**config.mk**
```make
export PLATFORM = sky130hd
export DESIGN_NAME = seq_control_ws_flat
export DESIGN_NICKNAME = d
export VERILOG_FILES = /design/src/rtl/seq_control_ws_if.sv /design/src/rtl/seq_control_ws.sv /design/src/flat_wrapper.sv
export SDC_FILE = /design/constraint.sdc
export NUM_CORES = 1
export LEC_CHECK = 0
export ABC_AREA = 0
export CAP_MARGIN = 20
export CORE_MARGIN = 5
export CORE_UTILIZATION = 39
export DETAILED_ROUTE_END_ITERATION = 6
export GPL_ROUTABILITY_DRIVEN = 0
export PLACE_DENSITY = 0.77
export SETUP_SLACK_MARGIN = 0.3
export SYNTH_ARGS = -nofsm -noshare
export SYNTH_HDL_FRONTEND = slang
export SYNTH_SLANG_ARGS = --single-unit
```
**constraint.sdc**
```tcl
create_clock -name Clk -period 2.35 [get_ports Clk]
set_clock_uncertainty 0.2 [all_clocks]
set_input_delay 0.5875 -clock Clk [delete_from_list [all_inputs] [get_ports Clk]]
set_output_delay 0.5875 -clock Clk [all_outputs]
set_load 0.02 [all_outputs]
```
**src/rtl/seq_control_ws_if.sv**
```systemverilog
// rtl/seq_control_ws_if.sv - sequence controller bus: IR/flag inputs and datapath strobes
interface seq_control_ws_if #(
   parameter int DataWidth = 16,
   parameter int CntWidth  = 16
);
   logic [DataWidth-1:0] IR;
   logic [3:0]           ALU_FlgsIn;
   logic                 Resume;
   logic                 STK_Ld, BRA_Src, IR_Ld, PC_Ld, PC_Rst, PC_Inc;
   logic [1:0]           PC_Src, ADDR_Src, DATA_Src;
   logic                 MEM_Wr, MEM_En, REG_WE;
   logic [2:0]           REG_Dest, REG_Src2, REG_Src1;
   logic                 Src1_Sel;
   logic [3:0]           ALU_Op;
   logic                 ALU_Ld, FLG_Ld, FLG_Rst;
   logic                 Halt, Illegal;
   logic [CntWidth-1:0]  InstrCnt;

   modport master (
      input  IR, ALU_FlgsIn, Resume,
      output STK_Ld, BRA_Src, IR_Ld, PC_Ld, PC_Rst, PC_Inc,
             PC_Src, ADDR_Src, DATA_Src, MEM_Wr, MEM_En, REG_WE,
             REG_Dest, REG_Src2, REG_Src1, Src1_Sel, ALU_Op,
             ALU_Ld, FLG_Ld, FLG_Rst, Halt, Illegal, InstrCnt
   );

   modport slave (
      output IR, ALU_FlgsIn, Resume,
      input  STK_Ld, BRA_Src, IR_Ld, PC_Ld, PC_Rst, PC_Inc,
             PC_Src, ADDR_Src, DATA_Src, MEM_Wr, MEM_En, REG_WE,
             REG_Dest, REG_Src2, REG_Src1, Src1_Sel, ALU_Op,
             ALU_Ld, FLG_Ld, FLG_Rst, Halt, Illegal, InstrCnt
   );
endinterface

```
**src/rtl/seq_control_ws.sv**
```systemverilog
// rtl/seq_control_ws.sv - fetch/decode/execute sequencer with memory wait states and halt
module seq_control_ws #(
   parameter int DataWidth  = 16,
   parameter int WaitStates = 0,
   parameter int CntWidth   = 16
) (
   input  logic              Clk,
   input  logic              Reset,
   seq_control_ws_if.master  bus
);
   typedef enum logic [2:0] {
      S_Reset  = 3'd0,
      S_Fetch  = 3'd1,
      S_Load   = 3'd2,
      S_Decode = 3'd3,
      S_Exec   = 3'd4,
      S_Halt   = 3'd5
   } state_t;

   localparam logic [3:0] WS = 4'(WaitStates);

   state_t              state_q, state_d;
   logic [3:0]          wait_q, wait_d;
   logic [3:0]          alu_op_q, alu_op_d;
   logic [CntWidth-1:0] cnt_q, cnt_d;

   logic [3:0] opcode;
   logic       wait_tc, is_mem, is_alu, exec_done, taken, mem_phase;
   logic       unused_ir;

   assign opcode    = bus.IR[DataWidth-1 -: 4];
   assign wait_tc   = (wait_q == WS);
   assign is_mem    = (opcode == 4'h3) || (opcode == 4'h4) || (opcode == 4'h5);
   assign is_alu    = (opcode >= 4'hA) && (opcode <= 4'hE);
   assign exec_done = !is_mem || wait_tc;
   assign unused_ir = ^bus.IR;

   // Flags are {V,N,C,Z}
   always_comb begin
      taken = 1'b0;
      case (bus.IR[11:10])
         2'b00:   taken = bus.ALU_FlgsIn[0];
         2'b01:   taken = !bus.ALU_FlgsIn[0];
         2'b10:   taken = bus.ALU_FlgsIn[2] ^ bus.ALU_FlgsIn[3];
         default: taken = bus.ALU_FlgsIn[1];
      endcase
   end

   always_ff @(posedge Clk or negedge Reset) begin
      if (!Reset) begin
         state_q  <= S_Reset;
         wait_q   <= 4'd0;
         alu_op_q <= 4'd0;
         cnt_q    <= '0;
      end else begin
         state_q  <= state_d;
         wait_q   <= wait_d;
         alu_op_q <= alu_op_d;
         cnt_q    <= cnt_d;
      end
   end

   always_comb begin
      state_d  = state_q;
      wait_d   = 4'd0;
      alu_op_d = alu_op_q;
      cnt_d    = cnt_q;
      case (state_q)
         S_Reset: state_d = S_Fetch;
         S_Fetch: begin
            if (wait_tc) state_d = S_Load;
            else         wait_d  = wait_q + 4'd1;
         end
         S_Load: state_d = S_Decode;
         S_Decode: begin
            cnt_d   = cnt_q + CntWidth'(1);
            state_d = S_Fetch;
            case (opcode)
               4'h1: state_d = S_Halt;
               4'h3: state_d = S_Exec;
               4'h4, 4'h5: if (WS != 4'd0) state_d = S_Exec;
               4'hA, 4'hB, 4'hC, 4'hD, 4'hE: begin
                  state_d  = S_Exec;
                  alu_op_d = opcode - 4'hA;
               end
               default: ;
            endcase
         end
         S_Exec: begin
            if (exec_done) state_d = S_Fetch;
            else           wait_d  = wait_q + 4'd1;
         end
         S_Halt: if (bus.Resume) state_d = S_Fetch;
         default: state_d = S_Reset;
      endcase
   end

   always_comb begin
      bus.STK_Ld   = 1'b1;
      bus.BRA_Src  = 1'b1;
      bus.IR_Ld    = 1'b1;
      bus.PC_Ld    = 1'b1;
      bus.PC_Rst   = 1'b1;
      bus.PC_Inc   = 1'b1;
      bus.PC_Src   = 2'b00;
      bus.ADDR_Src = 2'b00;
      bus.DATA_Src = 2'b00;
      bus.MEM_Wr   = 1'b1;
      bus.MEM_En   = 1'b1;
      bus.REG_WE   = 1'b1;
      bus.Src1_Sel = 1'b1;
      bus.ALU_Ld   = 1'b1;
      bus.FLG_Ld   = 1'b1;
      bus.FLG_Rst  = 1'b1;
      bus.Halt     = 1'b0;
      bus.Illegal  = 1'b0;
      mem_phase    = (state_q == S_Decode) || (state_q == S_Exec && !exec_done);
      case (state_q)
         S_Reset: bus.PC_Rst = 1'b0;
         S_Fetch: bus.MEM_En = 1'b0;
         S_Load: begin
            bus.IR_Ld  = 1'b0;
            bus.PC_Inc = 1'b0;
         end
         S_Decode: begin
            case (opcode)
               4'h2: bus.REG_WE = 1'b0;
               4'h6: begin
                  bus.PC_Src = 2'b10;
                  bus.PC_Ld  = 1'b0;
                  bus.STK_Ld = bus.IR[11];
               end
               4'h7: begin
                  bus.PC_Src = 2'b01;
                  bus.PC_Ld  = 1'b0;
               end
               4'h8, 4'h9: begin
                  bus.FLG_Rst = 1'b0;
                  if (taken) begin
                     bus.PC_Ld   = 1'b0;
                     bus.BRA_Src = (opcode == 4'h8);
                  end
               end
               4'hA, 4'hB, 4'hC, 4'hD, 4'hE: begin
                  bus.FLG_Ld = 1'b0;
                  bus.ALU_Ld = 1'b0;
               end
               4'hF: bus.Illegal = 1'b0 | 1'b1;
               default: ;
            endcase
         end
         S_Exec: begin
            if (exec_done && opcode == 4'h3) begin
               bus.REG_WE   = 1'b0;
               bus.DATA_Src = 2'b01;
            end else if (is_alu) begin
               bus.REG_WE   = 1'b0;
               bus.DATA_Src = 2'b10;
            end
         end
         S_Halt: bus.Halt = 1'b1;
         default: ;
      endcase
      // Memory strobes stay asserted from Decode until the wait count expires
      if (mem_phase) begin
         case (opcode)
            4'h3: begin
               bus.MEM_En   = 1'b0;
               bus.ADDR_Src = 2'b10;
            end
            4'h4: begin
               bus.MEM_Wr   = 1'b0;
               bus.MEM_En   = 1'b0;
               bus.ADDR_Src = 2'b10;
               bus.Src1_Sel = 1'b0;
            end
            4'h5: begin
               bus.MEM_Wr   = 1'b0;
               bus.MEM_En   = 1'b0;
               bus.ADDR_Src = 2'b01;
            end
            default: ;
         endcase
      end
   end

   assign bus.REG_Dest = bus.IR[11:9];
   assign bus.REG_Src2 = bus.IR[6:4];
   assign bus.REG_Src1 = bus.IR[2:0];
   assign bus.ALU_Op   = alu_op_q;
   assign bus.InstrCnt = cnt_q;
endmodule

```
**src/flat_wrapper.sv**
```systemverilog
// flat-port wrapper written by rule: the top's interface ports become plain ports
module seq_control_ws_flat 
#(
   parameter int DataWidth  = 16,
   parameter int WaitStates = 0,
   parameter int CntWidth   = 16
)
  (Clk, Reset, bus_IR, bus_ALU_FlgsIn, bus_Resume, bus_STK_Ld, bus_BRA_Src, bus_IR_Ld, bus_PC_Ld, bus_PC_Rst, bus_PC_Inc, bus_PC_Src, bus_ADDR_Src, bus_DATA_Src, bus_MEM_Wr, bus_MEM_En, bus_REG_WE, bus_REG_Dest, bus_REG_Src2, bus_REG_Src1, bus_Src1_Sel, bus_ALU_Op, bus_ALU_Ld, bus_FLG_Ld, bus_FLG_Rst, bus_Halt, bus_Illegal, bus_InstrCnt);
  seq_control_ws_if #(.DataWidth(DataWidth), .CntWidth(CntWidth)) bus_i ();
  input  logic Clk;
  input  logic Reset;
  input wire logic [$bits(bus_i.IR)-1:0] bus_IR;
  input wire logic [$bits(bus_i.ALU_FlgsIn)-1:0] bus_ALU_FlgsIn;
  input wire logic [$bits(bus_i.Resume)-1:0] bus_Resume;
  output wire logic [$bits(bus_i.STK_Ld)-1:0] bus_STK_Ld;
  output wire logic [$bits(bus_i.BRA_Src)-1:0] bus_BRA_Src;
  output wire logic [$bits(bus_i.IR_Ld)-1:0] bus_IR_Ld;
  output wire logic [$bits(bus_i.PC_Ld)-1:0] bus_PC_Ld;
  output wire logic [$bits(bus_i.PC_Rst)-1:0] bus_PC_Rst;
  output wire logic [$bits(bus_i.PC_Inc)-1:0] bus_PC_Inc;
  output wire logic [$bits(bus_i.PC_Src)-1:0] bus_PC_Src;
  output wire logic [$bits(bus_i.ADDR_Src)-1:0] bus_ADDR_Src;
  output wire logic [$bits(bus_i.DATA_Src)-1:0] bus_DATA_Src;
  output wire logic [$bits(bus_i.MEM_Wr)-1:0] bus_MEM_Wr;
  output wire logic [$bits(bus_i.MEM_En)-1:0] bus_MEM_En;
  output wire logic [$bits(bus_i.REG_WE)-1:0] bus_REG_WE;
  output wire logic [$bits(bus_i.REG_Dest)-1:0] bus_REG_Dest;
  output wire logic [$bits(bus_i.REG_Src2)-1:0] bus_REG_Src2;
  output wire logic [$bits(bus_i.REG_Src1)-1:0] bus_REG_Src1;
  output wire logic [$bits(bus_i.Src1_Sel)-1:0] bus_Src1_Sel;
  output wire logic [$bits(bus_i.ALU_Op)-1:0] bus_ALU_Op;
  output wire logic [$bits(bus_i.ALU_Ld)-1:0] bus_ALU_Ld;
  output wire logic [$bits(bus_i.FLG_Ld)-1:0] bus_FLG_Ld;
  output wire logic [$bits(bus_i.FLG_Rst)-1:0] bus_FLG_Rst;
  output wire logic [$bits(bus_i.Halt)-1:0] bus_Halt;
  output wire logic [$bits(bus_i.Illegal)-1:0] bus_Illegal;
  output wire logic [$bits(bus_i.InstrCnt)-1:0] bus_InstrCnt;
  assign bus_i.IR = bus_IR;
  assign bus_i.ALU_FlgsIn = bus_ALU_FlgsIn;
  assign bus_i.Resume = bus_Resume;
  assign bus_STK_Ld = bus_i.STK_Ld;
  assign bus_BRA_Src = bus_i.BRA_Src;
  assign bus_IR_Ld = bus_i.IR_Ld;
  assign bus_PC_Ld = bus_i.PC_Ld;
  assign bus_PC_Rst = bus_i.PC_Rst;
  assign bus_PC_Inc = bus_i.PC_Inc;
  assign bus_PC_Src = bus_i.PC_Src;
  assign bus_ADDR_Src = bus_i.ADDR_Src;
  assign bus_DATA_Src = bus_i.DATA_Src;
  assign bus_MEM_Wr = bus_i.MEM_Wr;
  assign bus_MEM_En = bus_i.MEM_En;
  assign bus_REG_WE = bus_i.REG_WE;
  assign bus_REG_Dest = bus_i.REG_Dest;
  assign bus_REG_Src2 = bus_i.REG_Src2;
  assign bus_REG_Src1 = bus_i.REG_Src1;
  assign bus_Src1_Sel = bus_i.Src1_Sel;
  assign bus_ALU_Op = bus_i.ALU_Op;
  assign bus_ALU_Ld = bus_i.ALU_Ld;
  assign bus_FLG_Ld = bus_i.FLG_Ld;
  assign bus_FLG_Rst = bus_i.FLG_Rst;
  assign bus_Halt = bus_i.Halt;
  assign bus_Illegal = bus_i.Illegal;
  assign bus_InstrCnt = bus_i.InstrCnt;
  seq_control_ws #(.DataWidth(DataWidth), .WaitStates(WaitStates), .CntWidth(CntWidth)) u_core (.Clk(Clk), .Reset(Reset), .bus(bus_i));
endmodule
```
==> results of run 1 <==
-- cell type report --
class,instances,area (um2),area share
repair buffers,133,1250,0.374
flip-flops and latches,27,677,0.202
inverters,13,56.3,0.0168
clock buffers,3,41.3,0.0123
clock inverters,1,7.51,0.00224
multi-input cells,132,1250,0.373
well taps,52,65.1,0.0194
-- logic make-up after synthesis --
logic type                 Yosys count
xor gates and xnor gates            20
and+or+nand+nor                     82
AOI/OAI and AO/OA                   19
muxes                                6
adders and majority gates            5
buffers and inverters               31
DFF                                 27
-- report_power, final --
group / internal, mW / switching (mW)
registers: 0.573 / 0.118
logic: 0.923 / 0.787
clock network: 0.121 / 0.152
-- critical path, stage by stage, from the launching register on --
cell and delay, ns:
dfrtp_1 0.39, inv_1 0.07, ha_2 0.17, or3b_4 0.38, a21oi_2 0.16, nand2b_4 0.17, nand2b_4 0.13, buf_6 0.11
-- metal layers --
layer,part of all wire,global-route usage,vias up
li1,-,-,870
met4,0.030,0.0420,0
met1,0.41,0.253,925
met3,0.043,0.0281,21
met2,0.52,0.344,63
met5,0,0,-
-- through the flow --
step / utilization / setup TNS (ns) / total power [mW] / cells
3_5_place_dp: 0.625 / -17.31 / 1.89 / 326
5_1_grt: 0.769 / -3.33 / 2.82 / 361
2_1_floorplan: - / 0 / 1.34 / 190
3_3_place_gp: 0.625 / -16.52 / 1.87 / 326
6_report: 0.769 / -2.38 / 2.67 / 361
4_1_cts: 0.715 / -1.61 / 2.40 / 356
-- state kept, by name, summed over array words and instances, names as in the netlist --
signal / flops
u_core.bus.ALU_Op: 4
u_core.bus.InstrCnt: 16
u_core.wait_q: 4
u_core.state_q: 3
-- cell usage after synthesis, types with 2 or more instances --
master / instances / area [um2]
nand4_1: 4 / 25.0
xnor2_1: 9 / 78.8
nor3b_1: 4 / 30.0
dfrtp_1: 27 / 676
and2b_1: 2 / 15.0
or3_1: 2 / 12.5
xor2_1: 11 / 96.3
nand3_1: 10 / 50.1
inv_1: 13 / 48.8
and2_1: 2 / 12.5
nor3_1: 6 / 30.0
and3_1: 2 / 12.5
a211oi_1: 2 / 15.0
buf_4: 12 / 90.1
nor2_1: 18 / 67.6
nand2_1: 16 / 60.1
nor4_1: 3 / 18.8
a211o_1: 2 / 17.5
nor2b_1: 2 / 12.5
buf_2: 2 / 10.0
mux2i_1: 2 / 20.0
nand2b_1: 3 / 18.8
a21oi_1: 3 / 15.0
mux2_2: 4 / 45.0
o21ai_0: 7 / 35.0
clkbuf_1: 2 / 7.51
ha_1: 5 / 62.6
-- timing repair --
item                                    CTS  global route
setup buffers                            24             5
endpoints found under the setup margin   49            33
pin swaps                                16            13
cloned                                    2             0
gates resized for setup                 199            53
-- worst paths after layout --
kind	start	endpoint	slack, ns	depth (start not counted)
setup / recovery	u_core.wait_q[1]$_DFF_PN0_	bus_Src1_Sel	-0.29	7
hold / removal	u_core.bus.InstrCnt[15]$_DFFE_PN0P_	u_core.bus.InstrCnt[15]$_DFFE_PN0P_	0.30	1
setup reg to reg	u_core.state_q[2]$_DFFE_PN0P_	u_core.bus.ALU_Op[0]$_DFFE_PN0P_	0.27	8
hold reg to reg	u_core.bus.InstrCnt[15]$_DFFE_PN0P_	u_core.bus.InstrCnt[15]$_DFFE_PN0P_	0.30	1
max in group asynchronous	Reset	u_core.state_q[0]$_DFFE_PN0P_	1.20	2
min in group asynchronous	Reset	u_core.bus.InstrCnt[15]$_DFFE_PN0P_	0.46	2
==> impl_metrics.ini, run 1 <==
[timing]
holdWs_ns = 0.296
fmax_mhz = 379
max-slew-margin-rel = 0.777
maxSlewViolCount = 0
worstMarginPinSlew_ns = 0.333
setup_violations = 17
grt_setup_unrepaired = yes
fin_crit_sh = 1.12
hold_viol_final = 0
fin_ws_ns = -0.291
finalCriticalPeriod_ns = 2.64

[cts]
clock_latency_ns = 0.28
cts_made_buffers = 3
max-clock-path-buffers = 2
cts-hold-fix-buffers = 0
cts_tree = done
clkSinkCount = 27
htree_levels = 1
clk_pin_slew_ns = 0.10
clock-root-buffer = clkbuf_8

[setup_path]
critPathMaxFanout = 3
cp-start-kind = flip-flop
end_kind = output port
crit_required_ns = 1.56
arrival_ns = 1.85
path_class = reg -> out

[logic_synthesis]
syn_area_per_cell_um2 = 9.19
synth-xor-area-share = 0.100
synth_compound_area_frac = 0.0774
synth.distinct_cells = 42
yosys_warnings = 0
synthAdderAreaFrac = 0.0358
ys_ff_latch = 27
synth_area_mm2 = 0.00175
synth_flop_cell = dfrtp_1
syn-instance-count = 190
synth_top_family_by_area = simple AND/OR/NAND/NOR gates
synth_mux_area_frac = 0.0372
synth_nets = 218
async_flop_share = 1.00
yosysSeqAreaShare = 0.387
synth_edf_count = 0
synth-simple-area-share = 0.264

[detailed_routing]
wl_per_cell_um = 17.8
vias = 1879
dr.pass1.iters = 4
drt_iter0_markers = 128
routed_wl_um = 6440
via_per_inst = 5.20
route.detailed.drc = 0
ant_nets = 0

[die]
die_y_um = 76.9
die_w_um = 76.9
initial_core_util = 0.401
dieArea_mm2 = 0.00592
io_pins = 73
core_mm2 = 0.00435
num_rows = 24

[hold_path]
min_path_type = reg -> reg

[outcome]
status = complete, but fails checks
failed_checks = negative setup slack

[grt]
grt-ovfl-total = 0
grt_pass1_wl_um = 9560
grt_usage = 0.196
grt_max_degree = 28
antenna_found_initial = 0
grt_pass1_vias = 1886

[placed_design]
port-buffer-count = 55
dpl.hpwl_um = 3470
post_dp_cell_area_mm2 = 0.00272
place_ws_ns = -1.10

[cells_and_area]
final_cell_area_mm2 = 0.00335
layout-drive-gt1-share = 0.550
final_common_cell = buf_4
fin_nets = 338
fillers = 232
final_cell_mix = 53 x buf_4, 42 x buf_6, 26 x dfrtp_1
n_antenna_cell = 0
areaGrowthSynthToFinish_pct = 91.7

[pwr]
power_density_mw_per_mm2 = 798
p_leak_nw = 1.71
ir_worst_vdd_uv = 538

[flow_run]
max-cap-violations = 0
(Power assumes the default switching activity.)
==> inputs of run 2 (changes only) <==
--- a/config.mk
+++ b/config.mk
@@ -9,6 +9,7 @@
 export CAP_MARGIN = 20
 export CORE_MARGIN = 5
 export CORE_UTILIZATION = 39
+export CTS_CLUSTER_DIAMETER = 150
 export DETAILED_ROUTE_END_ITERATION = 6
 export GPL_ROUTABILITY_DRIVEN = 0
 export PLACE_DENSITY = 0.77
==> results of run 2 <==
No change in the layout: final DEF, timing and power equal those of run 1.
==> inputs of run 3 (changes only) <==
--- a/config.mk
+++ b/config.mk
@@ -14,6 +14,7 @@
 export GPL_ROUTABILITY_DRIVEN = 0
 export PLACE_DENSITY = 0.77
 export SETUP_SLACK_MARGIN = 0.3
+export SLEW_MARGIN = 10
 export SYNTH_ARGS = -nofsm -noshare
 export SYNTH_HDL_FRONTEND = slang
 export SYNTH_SLANG_ARGS = --single-unit
==> results of run 3 <==
No change in the layout: final DEF, timing and power equal those of run 1.
